--- src/rtl/lsu_pkg.sv ---
// Shared types and helpers for the load/store unit: funct3 op encoding, FSM
// states, store byte-lane masks and the store formatting rules.
package lsu_pkg;

    typedef enum logic [2:0] {
        OP_B  = 3'b000,
        OP_H  = 3'b001,
        OP_W  = 3'b010,
        OP_BU = 3'b100,
        OP_HU = 3'b101
    } mem_op_t;

    typedef enum logic [1:0] {
        IDLE,
        MEM_REQ,
        MEM_WAIT,
        RESP
    } lsu_state_t;

    localparam logic [3:0] MASK_NONE    = 4'b0000;
    localparam logic [3:0] MASK_BYTE0   = 4'b0001;
    localparam logic [3:0] MASK_HALF_LO = 4'b0011;
    localparam logic [3:0] MASK_HALF_HI = 4'b1100;
    localparam logic [3:0] MASK_WORD    = 4'b1111;

    function automatic logic is_misaligned(input mem_op_t op, input logic [1:0] addr);
        case (op)
            OP_H, OP_HU: is_misaligned = addr[0];
            OP_W:        is_misaligned = (addr != 2'b00);
            default:     is_misaligned = 1'b0;
        endcase
    endfunction

    function automatic logic [3:0] store_mask(input mem_op_t op, input logic [1:0] addr);
        case (op)
            OP_B:    store_mask = MASK_BYTE0 << addr;
            OP_H:    store_mask = addr[1] ? MASK_HALF_HI : MASK_HALF_LO;
            default: store_mask = MASK_WORD;
        endcase
    endfunction

    // Narrow store data is replicated across all lanes; the mask picks the live one.
    function automatic logic [31:0] store_data(input mem_op_t op, input logic [31:0] wdata);
        case (op)
            OP_B:    store_data = {4{wdata[7:0]}};
            OP_H:    store_data = {2{wdata[15:0]}};
            default: store_data = wdata;
        endcase
    endfunction

endpackage

--- src/rtl/load_store_unit_load_align.sv ---
// Combinational load-data extraction: selects the addressed byte/halfword of
// the read word and sign- or zero-extends it according to the funct3 op.
module lsu_load_align
    import lsu_pkg::*;
(
    input  logic [31:0] rdata,
    input  logic [1:0]  addr,
    input  mem_op_t     op,
    output logic [31:0] result
);

    logic [7:0]  byte_sel;
    logic [15:0] half_sel;

    always_comb begin
        byte_sel = rdata[7:0];
        case (addr)
            2'd0: byte_sel = rdata[7:0];
            2'd1: byte_sel = rdata[15:8];
            2'd2: byte_sel = rdata[23:16];
            2'd3: byte_sel = rdata[31:24];
            default: byte_sel = rdata[7:0];
        endcase
        half_sel = addr[1] ? rdata[31:16] : rdata[15:0];
    end

    always_comb begin
        case (op)
            OP_B:    result = {{24{byte_sel[7]}}, byte_sel};
            OP_BU:   result = {24'd0, byte_sel};
            OP_H:    result = {{16{half_sel[15]}}, half_sel};
            OP_HU:   result = {16'd0, half_sel};
            default: result = rdata;
        endcase
    end

endmodule

--- src/rtl/load_store_unit.sv ---
// Single-outstanding load/store unit: registers one request, issues a one-cycle
// data memory access, waits out mem_busy_i and holds the completion until taken.
module load_store_unit
    import lsu_pkg::*;
#(
    parameter int unsigned width_p = 32
) (
    input  logic               clk_i,
    input  logic               reset_i,
    input  logic               req_valid_i,
    output logic               req_ready_o,
    input  logic [2:0]         req_op_i,
    input  logic               req_is_store_i,
    input  logic [width_p-1:0] req_addr_i,
    input  logic [width_p-1:0] req_wdata_i,
    input  logic [4:0]         req_rd_i,
    output logic               resp_valid_o,
    input  logic               resp_ready_i,
    output logic [width_p-1:0] resp_data_o,
    output logic [4:0]         resp_rd_o,
    output logic               resp_we_o,
    output logic               resp_misaligned_o,
    output logic [width_p-1:0] mem_addr_o,
    output logic               mem_read_enable_o,
    output logic               mem_write_enable_o,
    output logic [width_p-1:0] mem_write_data_o,
    output logic [3:0]         mem_write_mask_o,
    input  logic [width_p-1:0] mem_read_data_i,
    input  logic               mem_busy_i
);

    lsu_state_t         state_q, state_d;
    mem_op_t            op_q, op_in;
    logic               is_store_q;
    logic               misaligned_q;
    logic [width_p-1:0] addr_q;
    logic [width_p-1:0] wdata_q;
    logic [3:0]         mask_q;
    logic [4:0]         rd_q;
    logic [width_p-1:0] rdata_q;
    logic [width_p-1:0] load_result;
    logic               accept;
    logic               mis_in;
    logic               capture;

    assign op_in  = mem_op_t'(req_op_i);
    assign accept = req_valid_i && req_ready_o;
    assign mis_in = is_misaligned(op_in, req_addr_i[1:0]);

    always_ff @(posedge clk_i) begin
        if (reset_i) begin
            state_q      <= IDLE;
            op_q         <= OP_B;
            is_store_q   <= 1'b0;
            misaligned_q <= 1'b0;
            addr_q       <= '0;
            wdata_q      <= '0;
            mask_q       <= MASK_NONE;
            rd_q         <= '0;
            rdata_q      <= '0;
        end else begin
            state_q <= state_d;
            if (accept) begin
                op_q         <= op_in;
                is_store_q   <= req_is_store_i;
                misaligned_q <= mis_in;
                addr_q       <= req_addr_i;
                rd_q         <= req_rd_i;
                // Lane formatting is done at accept so mask/data are plain registers.
                if (req_is_store_i && !mis_in) begin
                    mask_q  <= store_mask(op_in, req_addr_i[1:0]);
                    wdata_q <= store_data(op_in, req_wdata_i);
                end else begin
                    mask_q  <= MASK_NONE;
                    wdata_q <= '0;
                end
            end
            if (capture) begin
                rdata_q <= mem_read_data_i;
            end
        end
    end

    always_comb begin
        state_d            = state_q;
        mem_read_enable_o  = 1'b0;
        mem_write_enable_o = 1'b0;
        capture            = 1'b0;
        case (state_q)
            IDLE: begin
                if (accept) begin
                    state_d = mis_in ? RESP : MEM_REQ;
                end
            end
            MEM_REQ: begin
                mem_read_enable_o  = !is_store_q;
                mem_write_enable_o = is_store_q;
                if (!mem_busy_i) begin
                    capture = !is_store_q;
                    state_d = RESP;
                end else begin
                    state_d = MEM_WAIT;
                end
            end
            MEM_WAIT: begin
                if (!mem_busy_i) begin
                    capture = !is_store_q;
                    state_d = RESP;
                end
            end
            RESP: begin
                if (resp_ready_i) begin
                    state_d = IDLE;
                end
            end
            default: state_d = IDLE;
        endcase
    end

    lsu_load_align u_load_align (
        .rdata  (rdata_q),
        .addr   (addr_q[1:0]),
        .op     (op_q),
        .result (load_result)
    );

    assign req_ready_o       = (state_q == IDLE);
    assign resp_valid_o      = (state_q == RESP);
    assign resp_data_o       = (is_store_q || misaligned_q) ? '0 : load_result;
    assign resp_rd_o         = rd_q;
    assign resp_we_o         = resp_valid_o && !is_store_q && !misaligned_q && (rd_q != 5'd0);
    assign resp_misaligned_o = resp_valid_o && misaligned_q;
    assign mem_addr_o        = addr_q;
    assign mem_write_data_o  = wdata_q;
    assign mem_write_mask_o  = mask_q;

endmodule

--- config.mk ---
export PLATFORM = sky130hd
export DESIGN_NAME = load_store_unit
export DESIGN_NICKNAME = d
export VERILOG_FILES = /design/src/rtl/lsu_pkg.sv /design/src/rtl/load_store_unit_load_align.sv /design/src/rtl/load_store_unit.sv
export SDC_FILE = /design/constraint.sdc
export NUM_CORES = 1
export LEC_CHECK = 0
export CORE_ASPECT_RATIO = 1.1
export CORE_MARGIN = 2
export CORE_UTILIZATION = 39
export DETAILED_ROUTE_END_ITERATION = 12
export GPL_ROUTABILITY_DRIVEN = 0
export PLACE_DENSITY = 0.82
export SYNTH_ARGS = -nofsm -noshare
export SYNTH_HDL_FRONTEND = slang
export SYNTH_SLANG_ARGS = --single-unit
--- constraint.sdc ---
create_clock -name clk_i -period 1.7 [get_ports clk_i]
set_clock_uncertainty 0.1 [all_clocks]
set_input_delay 0.34 -clock clk_i [delete_from_list [all_inputs] [get_ports clk_i]]
set_output_delay 0.34 -clock clk_i [all_outputs]
set_load 0.02 [all_outputs]
# Word level (Yosys, flattened, before mapping)
# Cells that the tools add are included.
# W data, S select, Z words.
dict set report op_classes {
  n_addsub 0
  mul 0
  eq_ne 15
  n_bitwise 0
  n_shift 1
  order_cmp 0
  n_reduce_logical 19
  div_mod_pow 0
  mux 20
}
# operator count
set op_table {}
lappend op_table {{$pmux W32 S4} 1}
lappend op_table {{$mux W32} 2}
lappend op_table {{$pmux W32 S2} 1}
lappend op_table {{$pmux W8 S4} 1}
lappend op_table {{$mux W16} 1}
lappend op_table {{$eq A3 B3 Y1 const B} 3}
lappend op_table {{$eq A2 B2 Y1 const B} 4}
lappend op_table {{$mux W2} 4}
lappend op_table {{$mux W4} 2}
lappend op_table {{$pmux W2 S4} 1}
lappend op_table {{$pmux W4 S2} 1}
lappend op_table {{$eq A3 B1 Y1 const B} 2}
lappend op_table {{$logic_and A1 B1 Y1} 6}
lappend op_table {{$logic_not A3 Y1} 2}
lappend op_table {{$mux W1} 5}
lappend op_table {{$reduce_bool A5 Y1} 1}
lappend op_table {{$eq A2 B1 Y1 const B} 2}
lappend op_table {{$logic_not A2 Y1} 2}
lappend op_table {{$ne A2 B1 Y1 const B} 2}
lappend op_table {{$reduce_or A2 Y1} 2}
lappend op_table {{$shl A1 B2 Y4 const A} 1}
lappend op_table {{$eq A3 B2 Y1 const B} 1}
lappend op_table {{$logic_not A1 Y1} 3}
lappend op_table {{$reduce_and A3 Y1} 1}
lappend op_table {{4 further kinds} 4}
dict set report totals {
  inputBits 110
  wordCells 64
  latchBits 0
  romBits 0
  output_inout_bits 111
  mem_count 0
  ram_bits 0
  ff_bits 112
}

# Logic depth before layout (Yosys ltp)
dict set report depth {
  ltp_word 6
  depth_mapped 8
  ltp_nobuf 6
}

# Cells and area by module
# From an unflattened synthesis, not the netlist that was laid out.
dict set report unflattened {
  hier_cells 706
  area_unflattened_um2 5350.1
}
# mod n_inst area_per_inst_um2 seq_area_each_um2 cells_each
set modules_own_cells {}
lappend modules_own_cells {load_store_unit 1 4682.0 2242.2 595}
lappend modules_own_cells {lsu_load_align 1 668.1 0.0 111}

# Worst setup path before layout
# No wires, ideal clock.
dict set report synth_timing {
  path_type {register to output}
  from {register addr_q[1], in the netlist mem_addr_o[1]}
  to {output resp_data_o[10]}
  t_required_ns 1.260
  arrival_time_ns 1.703
  n_path_buf 2
  setup_slack_ns -0.443
  path_stages_with_launch 5
  cell_sequence {dfxtp_1 > buf_2 > clkbuf_1 > o22ai_1 > a221oi_1}
}
dict set report synth_via {
  elab_chain_len 4
  elab_cells_between_ends 8
  classes_between {3 x eq/ne; 4 x mux; 1 x reduce/logical}
}
# element line_no
set synth_lines {}
lappend synth_lines {{start, declared} load_store_unit.sv:36} ;# logic [width_p-1:0] addr_q;
lappend synth_lines {{start signal, assigned} load_store_unit.sv:67} ;# addr_q <= req_addr_i;
lappend synth_lines {{$eq A2 B2 Y1 (tied with other cells)} load_store_unit_load_align.sv:17} ;# case (addr)
lappend synth_lines {{$pmux W8 S4} load_store_unit_load_align.sv:17}
lappend synth_lines {{$pmux W32 S4 *} load_store_unit_load_align.sv:28} ;# case (op)
lappend synth_lines {{$mux W32 *} load_store_unit.sv:129} ;# assign resp_data_o = (is_store_q || misaligned_q) ? '0 : load_result;
lappend synth_lines {{end, declared} load_store_unit.sv:19} ;# output logic [width_p-1:0] resp_data_o,
# Every way passes the cells marked *; elsewhere a longest branch is shown, timed or not.

# Worst setup path in the final report
dict set report layout_timing {
  from {register addr_q[0], in the netlist mem_addr_o[0]}
  to {output resp_data_o[11]}
}
dict set report layout_via {
  elab_chain_len 4
  elab_cells_between_ends 7
  classes_between {3 x eq/ne; 3 x mux; 1 x reduce/logical}
}
# element line_no
set layout_lines {}
lappend layout_lines {{$eq A2 B2 Y1 (tied with other cells)} load_store_unit_load_align.sv:17}
lappend layout_lines {{$pmux W8 S4 *} load_store_unit_load_align.sv:17}
lappend layout_lines {{$pmux W32 S4 *} load_store_unit_load_align.sv:28}
lappend layout_lines {{$mux W32 *} load_store_unit.sv:129}
# Marks and branches as above.

==> impl_metrics.json <==
{
  "syn-num-nets": 773,
  "wl_met3_um": 1930,
  "slowest_delay_ns": 0.55,
  "critPathCaptureType": "output pin",
  "p_int_mw": 7.47,
  "grt_pass1_wl_um": 29100,
  "die_x_um": 114,
  "worst-endpoint-arrival_ns": 2.06,
  "period_needed_ns": 2.50,
  "layout_common_cells": "nand2_1 (144), clkdlybuf4s50_1 (105), dfxtp_1 (105), a21oi_1 (84), buf_4 (78)",
  "antenna_found_initial": 3,
  "final-setup-viol-count": 64,
  "vias_per_cell": 5.39,
  "grt.total_usage_pct": 25.8,
  "syn-cell-area_sq_um": 5190,
  "worst_pin_slew_ns": 0.518,
  "cts.path.max_buffers": 2,
  "wl_met1_um": 7850,
  "num_io_pins": 221,
  "final_area_sq_um": 9530,
  "rows": 44,
  "drv_slew": 0,
  "drc": 0,
  "maxSlewHeadroom_pct": 65.5,
  "die-area_sq_um": 14200,
  "layout_commonest_cell": "nand2_1",
  "dpl.hpwl_um": 13400,
  "fillers": 916,
  "dr_wl_met2_um": 10900,
  "crit_chain": "mux4_2 -> nor2b_4 -> o31ai_4 -> buf_12 -> a221oi_4 -> buf_6",
  "yosysUniqueCellTypes": 45,
  "clock-root-buffer": "clkbuf_16",
  "antenna_left": 0,
  "p_sw_mw": 4.96,
  "drive_gt1_share_pct": 33.9,
  "synth_edf_count": 0,
  "initial_core_util_pct": 39.6,
  "placed_cell_area_sq_um": 8350,
  "cp_max_fo": 7,
  "hold_class": "in2reg",
  "crit_path_top_delay_cell": "mux4_2",
  "die_h_um": 125,
  "leakage_nw": 4.20,
  "finalCritPeriodShare_pct": 147,
  "cap_viol_max_count": 0,
  "status": "finished, violations left",
  "syn_avg_cell_area_sq_um": 7.87,
  "worstPathRequired_ns": 1.26,
  "p_comb_share_pct": 54.7,
  "syn_inst": 659,
  "pwr_density_cell_nw_per_um2": 1300,
  "cts_buffers": 9,
  "synth_ff_type": "dfxtp_1",
  "yosys_warnings": 0,
  "wl_um": 21500,
  "rsz0062_at_grt": "true",
  "num_vias": 6016,
  "fmax_ghz": 0.400,
  "core-area_sq_um": 13100,
  "top_layer_used": "met5",
  "critical_path_class": "reg2out",
  "fin_ws_ns": -0.797,
  "yosysSeqAreaShare_pct": 43.2,
  "clkTransAtPathRegs_ns": 0.07,
  "async_flop_share_pct": 0,
  "cts_sinks": 112,
  "htreeDepth": 3,
  "drt_iter0_markers": 384,
  "sequentialPowerShare_pct": 27.8,
  "grt_start_max_net_pins": 45,
  "grt_pass1_vias": 5605,
  "dr.pass1.iters": 5,
  "cts_tree": "built",
  "hold_viol_final": 0,
  "violations": "negative setup slack",
  "clock_latency_ns": 0.36,
  "syn_to_final_growth_pct": 83.7,
  "final_util_pct": 72.7,
  "nets": 1064,
  "clockPowerShare_pct": 17.5,
  "start_kind": "register",
  "p_total_mw": 12.4,
  "ir_drop_mv": 0.774,
  "portBuffers": 220,
  "swShare_pct": 39.9,
  "synth-seq-cells": 112,
  "wl_per_cell_um": 19.2,
  "overflow": 0
}
[layout make-up]
class | instances | area, sq um | area share (%)
clock inverters | 7 | 70.1 | 0.735
clock buffers | 9 | 225 | 2.36
diodes | 1 | 2.50 | 0.0263
inverters | 13 | 51.3 | 0.538
repair buffers | 334 | 3350 | 35.2
well taps | 161 | 201 | 2.11
flip-flops and latches | 112 | 2260 | 23.7
multi-input cells | 480 | 3370 | 35.3
[cell usage after synthesis, types with 3 or more instances]
cell type    n  area, sq um
nand2_1    193          724
a21oi_1    118          591
dfxtp_1    112         2240
clkbuf_1    35          131
nand3_1     27          135
mux2_2      18          203
a21o_1      16          120
mux2i_1     16          160
inv_1       12         45.0
buf_2       11         55.1
nor2_1      10         37.5
a221oi_1     9         78.8
o22ai_1      9         56.3
o2111ai_1    8         70.1
o21ai_0      8         40.0
nor3b_1      5         37.5
buf_4        4         30.0
ha_1         4         50.1
nand2b_1     4         25.0
nor2b_1      4         25.0
o221a_2      4         45.0
and2_1       3         18.8
buf_1        3         11.3
[state kept, by name, indices dropped and copies added, names as in the netlist]
register          cells
misaligned_q          1
op_q                  3
mem_write_data_o     32
rdata_q              32
mem_write_mask_o      4
is_store_q            1
state_q               2
mem_addr_o           32
resp_rd_o             5
[stage by stage]
| step | instances | worst slack, ns | setup TNS (ns) | hold WS [ns] |
|---|---|---|---|---|
| 2_1_floorplan | 659 | -0.308 | -4.85 | 0.336 |
| 3_3_place_gp | 1077 | -0.674 | -34.11 | 0.340 |
| 3_5_place_dp | 1077 | -0.699 | -36.37 | 0.346 |
| 4_1_cts | 1105 | -0.745 | -18.84 | 0.259 |
| 5_1_grt | 1117 | -0.849 | -26.14 | 0.306 |
| 6_report | 1117 | -0.797 | -23.02 | 0.315 |
[worst max-delay path: cells and delay by family (launching register included)]
| family | cells | cell delay (ns) |
|---|---|---|
| DFF | 1 | 0.35 |
| AOI/OAI and AO/OA | 2 | 0.29 |
| buffers and inverters | 2 | 0.35 |
| and+or+nand+nor | 1 | 0.17 |
| muxes | 1 | 0.55 |
[metal layers]
layer | GRT usage [%] | up-vias
met4 | 9.25 | 4
met1 | 30.0 | 2795
met5 | 0 | -
met3 | 8.92 | 53
met2 | 44.0 | 313
li1 | - | 2851
[power by group through the flow]
stage          clock network, mW  registers, mW  logic [mW]
2_1_floorplan                  0           3.67        2.59
3_3_place_gp                   0           3.43        5.32
3_5_place_dp                   0           3.45        5.37
4_1_cts                     2.20           3.40        5.46
5_1_grt                     2.32           3.50        7.19
6_report                    2.17           3.46        6.80
[path summary, 6_finish.rpt]
kind	cells past startpoint	startpoint	slack (ns)	end
max	6	mem_addr_o[0]	-0.80	resp_data_o[11]
min reg2reg	2	mem_addr_o[9]	0.35	mem_addr_o[9]
max reg2reg	9	state_q[1]	-0.16	rdata_q[14]
min	2	reset_i	0.31	mem_write_data_o[22]
[what timing repair did]
item / 4_1_cts / 5_1_grt
setup endpoints to repair: 123 / 114
setup buffers: 13 / 7
gates resized for setup: 317 / 162
cloned: 1 / 6
pin swaps: 6 / 71
hold buffers: 0 / 0
[cell families (layout without fill, tap and decap cells)]
kind of cell | after synthesis | after routing | share of synthesized area (%)
other | 0 | 1 | 0
adder cells (fa/ha/maj) | 4 | 4 | 0.965
buffers and inverters | 68 | 363 | 5.76
AND/OR/NAND/NOR | 257 | 257 | 21.2
flip-flops | 112 | 112 | 43.2
multiplexers | 35 | 35 | 7.43
AO/OA/AOI/OAI | 183 | 184 | 21.4
Note: power is estimated with default switching activity, not from simulation.
